**src/rtl/jogo_memoria_rodadas.sv**
```systemverilog
// Round-based memory game: datapath counters plus control FSM, one jogada added per rodada.
// Optional per-jogada timeout is enabled by defining JOGO_TIMEOUT_EN.
module jogo_memoria_rodadas #(
    parameter int N_CHAVES       = 4,
    parameter int N_JOGADAS      = 16,
    parameter int ADDR_W         = 4,
    parameter int TIMEOUT_CICLOS = 5000
) (
    input  logic                clock,
    input  logic                reset,
    input  logic                iniciar,
    input  logic [N_CHAVES-1:0] chaves,
    input  logic [N_CHAVES-1:0] mem_dado,
    output logic [ADDR_W-1:0]   mem_addr,
    output logic                acertou,
    output logic                errou,
    output logic                pronto,
    output logic [N_CHAVES-1:0] leds,
    output logic [3:0]          db_estado,
    output logic [ADDR_W-1:0]   db_rodada,
    output logic [ADDR_W-1:0]   db_contagem,
    output logic                db_igual,
    output logic                db_tem_jogada,
    output logic                db_timeout
);

    typedef enum logic [3:0] {
        INICIAL        = 4'h0,
        PREPARACAO     = 4'h1,
        ESPERA_JOGADA  = 4'h2,
        REGISTRA       = 4'h3,
        COMPARA        = 4'h4,
        PROXIMA_JOGADA = 4'h5,
        PROXIMA_RODADA = 4'h6,
        FIM_ACERTO     = 4'hA,
        FIM_TIMEOUT    = 4'hD,
        FIM_ERRO       = 4'hE
    } estado_t;

    generate
        if (N_JOGADAS < 2 || (2 ** ADDR_W) < N_JOGADAS || TIMEOUT_CICLOS < 2) begin : g_param_invalido
            $error("jogo_memoria_rodadas: invalid parameter combination");
        end
    endgenerate

    estado_t             estado_q, estado_d;
    logic [ADDR_W-1:0]   contagem_q, contagem_d;
    logic [ADDR_W-1:0]   rodada_q, rodada_d;
    logic [N_CHAVES-1:0] jogada_q, jogada_d;
    logic [N_CHAVES-1:0] leds_q, leds_d;
    logic                chaves_prev_q, chaves_prev_d;

    logic tem_jogada;
    logic jogada_feita;
    logic igual;
    logic fim_rodada;
    logic ultima_rodada;
    logic tempo_esgotado;

    assign tem_jogada    = |chaves;
    assign jogada_feita  = tem_jogada & ~chaves_prev_q;
    assign igual         = (jogada_q == mem_dado);
    assign fim_rodada    = (contagem_q == rodada_q);
    assign ultima_rodada = (rodada_q == ADDR_W'(N_JOGADAS - 1));

`ifdef JOGO_TIMEOUT_EN
    localparam int TW = $clog2(TIMEOUT_CICLOS);

    logic [TW-1:0] espera_cont_q, espera_cont_d;

    // Counter is zero whenever espera_jogada is (re)entered, since it clears in every other state.
    always_comb begin
        espera_cont_d = '0;
        if (estado_q == ESPERA_JOGADA) begin
            espera_cont_d = espera_cont_q + TW'(1);
        end
    end

    always_ff @(posedge clock) begin
        if (reset) begin
            espera_cont_q <= '0;
        end else begin
            espera_cont_q <= espera_cont_d;
        end
    end

    assign tempo_esgotado = (estado_q == ESPERA_JOGADA) && (espera_cont_q == TW'(TIMEOUT_CICLOS - 1));
    assign db_timeout     = (estado_q == FIM_TIMEOUT);
`else
    assign tempo_esgotado = 1'b0;
    assign db_timeout     = 1'b0;
`endif

    always_comb begin
        estado_d      = estado_q;
        contagem_d    = contagem_q;
        rodada_d      = rodada_q;
        jogada_d      = jogada_q;
        leds_d        = leds_q;
        chaves_prev_d = tem_jogada;

        unique case (estado_q)
            INICIAL: begin
                if (iniciar) estado_d = PREPARACAO;
            end
            PREPARACAO: begin
                contagem_d = '0;
                rodada_d   = '0;
                leds_d     = '0;
                estado_d   = ESPERA_JOGADA;
            end
            ESPERA_JOGADA: begin
                // A press on the terminal timeout cycle still counts as a jogada.
                if (jogada_feita)        estado_d = REGISTRA;
                else if (tempo_esgotado) estado_d = FIM_TIMEOUT;
            end
            REGISTRA: begin
                jogada_d = chaves;
                leds_d   = chaves;
                estado_d = COMPARA;
            end
            COMPARA: begin
                if (!igual)                         estado_d = FIM_ERRO;
                else if (fim_rodada && ultima_rodada) estado_d = FIM_ACERTO;
                else if (fim_rodada)                estado_d = PROXIMA_RODADA;
                else                                estado_d = PROXIMA_JOGADA;
            end
            PROXIMA_JOGADA: begin
                contagem_d = contagem_q + ADDR_W'(1);
                estado_d   = ESPERA_JOGADA;
            end
            PROXIMA_RODADA: begin
                rodada_d   = rodada_q + ADDR_W'(1);
                contagem_d = '0;
                estado_d   = ESPERA_JOGADA;
            end
            FIM_ACERTO, FIM_ERRO, FIM_TIMEOUT: begin
                if (iniciar) estado_d = PREPARACAO;
            end
            default: estado_d = INICIAL;
        endcase
    end

    always_ff @(posedge clock) begin
        if (reset) begin
            estado_q      <= INICIAL;
            contagem_q    <= '0;
            rodada_q      <= '0;
            jogada_q      <= '0;
            leds_q        <= '0;
            chaves_prev_q <= 1'b0;
        end else begin
            estado_q      <= estado_d;
            contagem_q    <= contagem_d;
            rodada_q      <= rodada_d;
            jogada_q      <= jogada_d;
            leds_q        <= leds_d;
            chaves_prev_q <= chaves_prev_d;
        end
    end

    assign mem_addr      = contagem_q;
    assign acertou       = (estado_q == FIM_ACERTO);
    assign errou         = (estado_q == FIM_ERRO) || (estado_q == FIM_TIMEOUT);
    assign pronto        = (estado_q == FIM_ACERTO) || (estado_q == FIM_ERRO) || (estado_q == FIM_TIMEOUT);
    assign leds          = leds_q;
    assign db_estado     = estado_q;
    assign db_rodada     = rodada_q;
    assign db_contagem   = contagem_q;
    assign db_igual      = igual;
    assign db_tem_jogada = tem_jogada;

endmodule

```
**config.mk**
```make
export PLATFORM = sky130hd
export DESIGN_NAME = jogo_memoria_rodadas
export DESIGN_NICKNAME = d
export VERILOG_FILES = /design/src/rtl/jogo_memoria_rodadas.sv
export SDC_FILE = /design/constraint.sdc
export NUM_CORES = 1
export LEC_CHECK = 0
export ABC_CLOCK_PERIOD_IN_PS = 2350
export CAP_MARGIN = 20
export CELL_PAD_IN_SITES_DETAIL_PLACEMENT = 1
export CELL_PAD_IN_SITES_GLOBAL_PLACEMENT = 1
export CORE_AREA = 2 2 61 63
export CTS_CLUSTER_DIAMETER = 50
export DETAILED_ROUTE_END_ITERATION = 6
export DIE_AREA = 0 0 63 65
export PLACE_DENSITY = 0.86
export SETUP_SLACK_MARGIN = 0.3
export SLEW_MARGIN = 20
export SYNTH_ARGS = -nofsm -noshare
export SYNTH_HDL_FRONTEND = slang
export SYNTH_SLANG_ARGS = --single-unit
```
**constraint.sdc**
```tcl
create_clock -name clock -period 2.35 [get_ports clock]
set_input_delay 0.3525 -clock clock [delete_from_list [all_inputs] [get_ports clock]]
set_output_delay 0.3525 -clock clock [all_outputs]
set_load 0.03 [all_outputs]
```
==> impl_metrics.ini <==
[die]
start_util_pct = 32.7
die_x_um = 63
die_h_um = 65
ioPinCount = 37
core_um2 = 3500
rows = 22
die_area_um2 = 4100

[clock_network]
insertion_delay_ps = 310
root_buffer = clkbuf_4
clk_pin_slew_ps = 120
cts.path.max_buffers = 2
cts_max_level = 1
cts_hold_buffers = 0
cts.sinks = 21
numCtsBuffers = 3
cts_tree = yes

[critical_path]
crit_path_max_fanout = 14
cp-start-kind = flip-flop
worstPathRequired_ps = 2000
cp_top_family = simple AND/OR/NAND/NOR gates
crit_buf_inv = 2
cp_cell_sequence = nand4b_1, and2_1, inv_1, clkdlybuf4s15_1
cp_slowest_stage_delay_ps = 410
endpoint_kind = output pin
cp_slowest_cell = dfxtp_2
worstPathArrival_ps = 1580
worst-setup-path-type = reg -> out

[synth]
ys_warn_count = 0
synth_ff_type = dfxtp_1
synth_edf_count = 0
syn_area_per_cell_um2 = 7.83
netlist_area_um2 = 1140
syn-num-nets = 159
async_flop_share_pct = 0
synth.yosys.seq_area_share_pct = 36.8
synth-seq-cells = 21
netlist_instances = 146
synth.distinct_cells = 39

[grt]
antenna_found_initial = 0
grt_pass1_vias = 1154
grt_usage_pct = 16.1
grt-ovfl-total = 0
grt_max_degree = 15
grt_pass1_wl_um = 5250

[sta]
drv_slew = 0
finalSetupViolations = 0
skew_ps = 2.26
rsz0062_at_grt = no
fin_crit_sh_pct = 82.1
tns_ps = 0
timing.fmax_mhz = 519
hold_violations = 0
period_minus_slack_ps = 1930

[power]
peakVddDrop_mv = 0.419
p_leak_nw = 0.556
p_per_area_nw_per_um2 = 706

[place]
dp_hpwl_um = 2510
port_buffers = 35
gp_congestion = 0.843
post_dp_cell_area_um2 = 1530

[routing]
drtPass1Iterations = 4
vias = 1169
drtIter0Drc = 28
avgRoutedWirePerCell_um = 13.9
drtAntennaViolNets = 0
drc = 0
vias_per_cell = 5.15
wirelength_um = 3160

[final_layout]
n_antenna_cell = 0
layout.nets = 193
design_area_um2 = 1550
area_delta_synth_final_pct = 35.2
drive_above_1_share_pct = 11.7

[job]
maxCapViolCount = 0

[min_path]
hold_class = reg -> reg

[run_status]
status = finished clean
sequential cells by signal (all words and copies together), names as in the netlist:
register	cells
jogada_q	4
db_estado	4
chaves_prev_q	1
leds	4
db_contagem	4
db_rodada	4
repair_timing:
| item | CTS | global route |
|---|---|---|
| hold endpoints to repair | 0 | 0 |
| setup buffers | 0 | 0 |
| setup endpoints to repair | 4 | 3 |
| gates resized for setup | 5 | 8 |
worst reg2reg max path, stage by stage (launching register included):
cell	delay [ps]
dfxtp_1	440
buf_4	200
nand2b_1	170
or3_1	380
o221a_2	260
o32ai_1	100
cell type report:
cell class | count | area, um2
repair buffers | 40 | 374
fillers | 450 | 1950
multi-input cells | 109 | 642
inverters | 5 | 18.8
flip-flops and latches | 21 | 424
clock buffers | 3 | 22.5
well taps | 48 | 60.1
clock inverters | 1 | 5.00
final timing paths:
path,from,end,slack [ps],cells after the start
setup / recovery,db_estado[1]$_SDFFE_PP0P_,pronto,420,4
setup reg to reg,db_estado[2]$_SDFFE_PP0P_,db_estado[0]$_SDFFE_PP0P_,700,5
hold / removal,leds[3]$_SDFFE_PP0P_,leds[3]$_SDFFE_PP0P_,470,2
hold reg to reg,leds[3]$_SDFFE_PP0P_,leds[3]$_SDFFE_PP0P_,470,2
kinds of logic (layout without fill, tap and decap cells):
family	count (synthesis)	after routing	synth area share, %
AOI/OAI and AO/OA	33	33	16.8
xor gates and xnor gates	11	11	8.42
adders and majority gates	2	2	2.19
buffers and inverters	16	49	7.11
DFF	21	21	36.8
muxes	1	1	0.875
other	1	1	0.328
and+or+nand+nor	61	61	27.5
layer usage:
metal  track usage [%]  routed length [um]  vias to the layer above
li1                  -                   -                      570
met2              29.8                1640                       42
met5                 0                   0                        -
met1              18.8                1330                      553
met4              5.83                  37                        0
met3              2.08                 153                        4
layout by cell type, fill, tap and decap left out, drive strengths merged, types with 2 or more instances in the layout:
cell / n
a21oi: 17
xor2: 6
nand3: 5
inv: 5
o32ai: 2
o21ai: 6
xnor2: 5
clkdlybuf4s50: 30
nand3b: 2
nand4: 2
ha: 2
nand2: 20
nand2b: 3
buf: 6
nor2: 14
dfxtp: 21
nor3: 3
clkbuf: 5
or2: 2
nor4: 4
a31oi: 4
synth_stat cells (2+ instances only):
cell type  count  area share, %
o32ai_1        2            1.5
buf_4          5            3.3
nor4_1         3            1.6
buf_2          2           0.88
inv_2          2           0.66
nand2b_1       3            1.6
clkbuf_1       3           0.98
nand4_1        2            1.1
nor2_1        13            4.3
o21ai_1        4            1.8
ha_1           2            2.2
xor2_1         6            4.6
a31oi_1        4            2.2
nand2_1       20            6.6
nand3b_1       2            1.3
nor3_1         3            1.3
nand3_1        5            2.2
inv_1          3           0.98
o21ai_0        2           0.88
dfxtp_1       21             37
a21oi_1       17            7.4
xnor2_1        5            3.8
stage by stage:
| step | util, % | hold slack [ps] | worst slack [ps] | instances | power, mW |
|---|---|---|---|---|---|
| after floorplan | - | 448 | 315 | 146 | 0.761 |
| after global placement | 43.7 | 444 | 211 | 223 | 0.897 |
| after detailed placement | 43.7 | 453 | 179 | 223 | 0.910 |
| after CTS | 44.3 | 474 | 299 | 227 | 1.09 |
| after global routing | 44.2 | 490 | 321 | 227 | 1.17 |
| final | 44.2 | 470 | 421 | 227 | 1.09 |
power by group:
part           switching, mW  internal [mW]
logic                  0.268          0.184
clock network          0.119         0.0637
registers             0.0618          0.395
total                  0.449          0.643
Power figures use the tool's default switching activity.
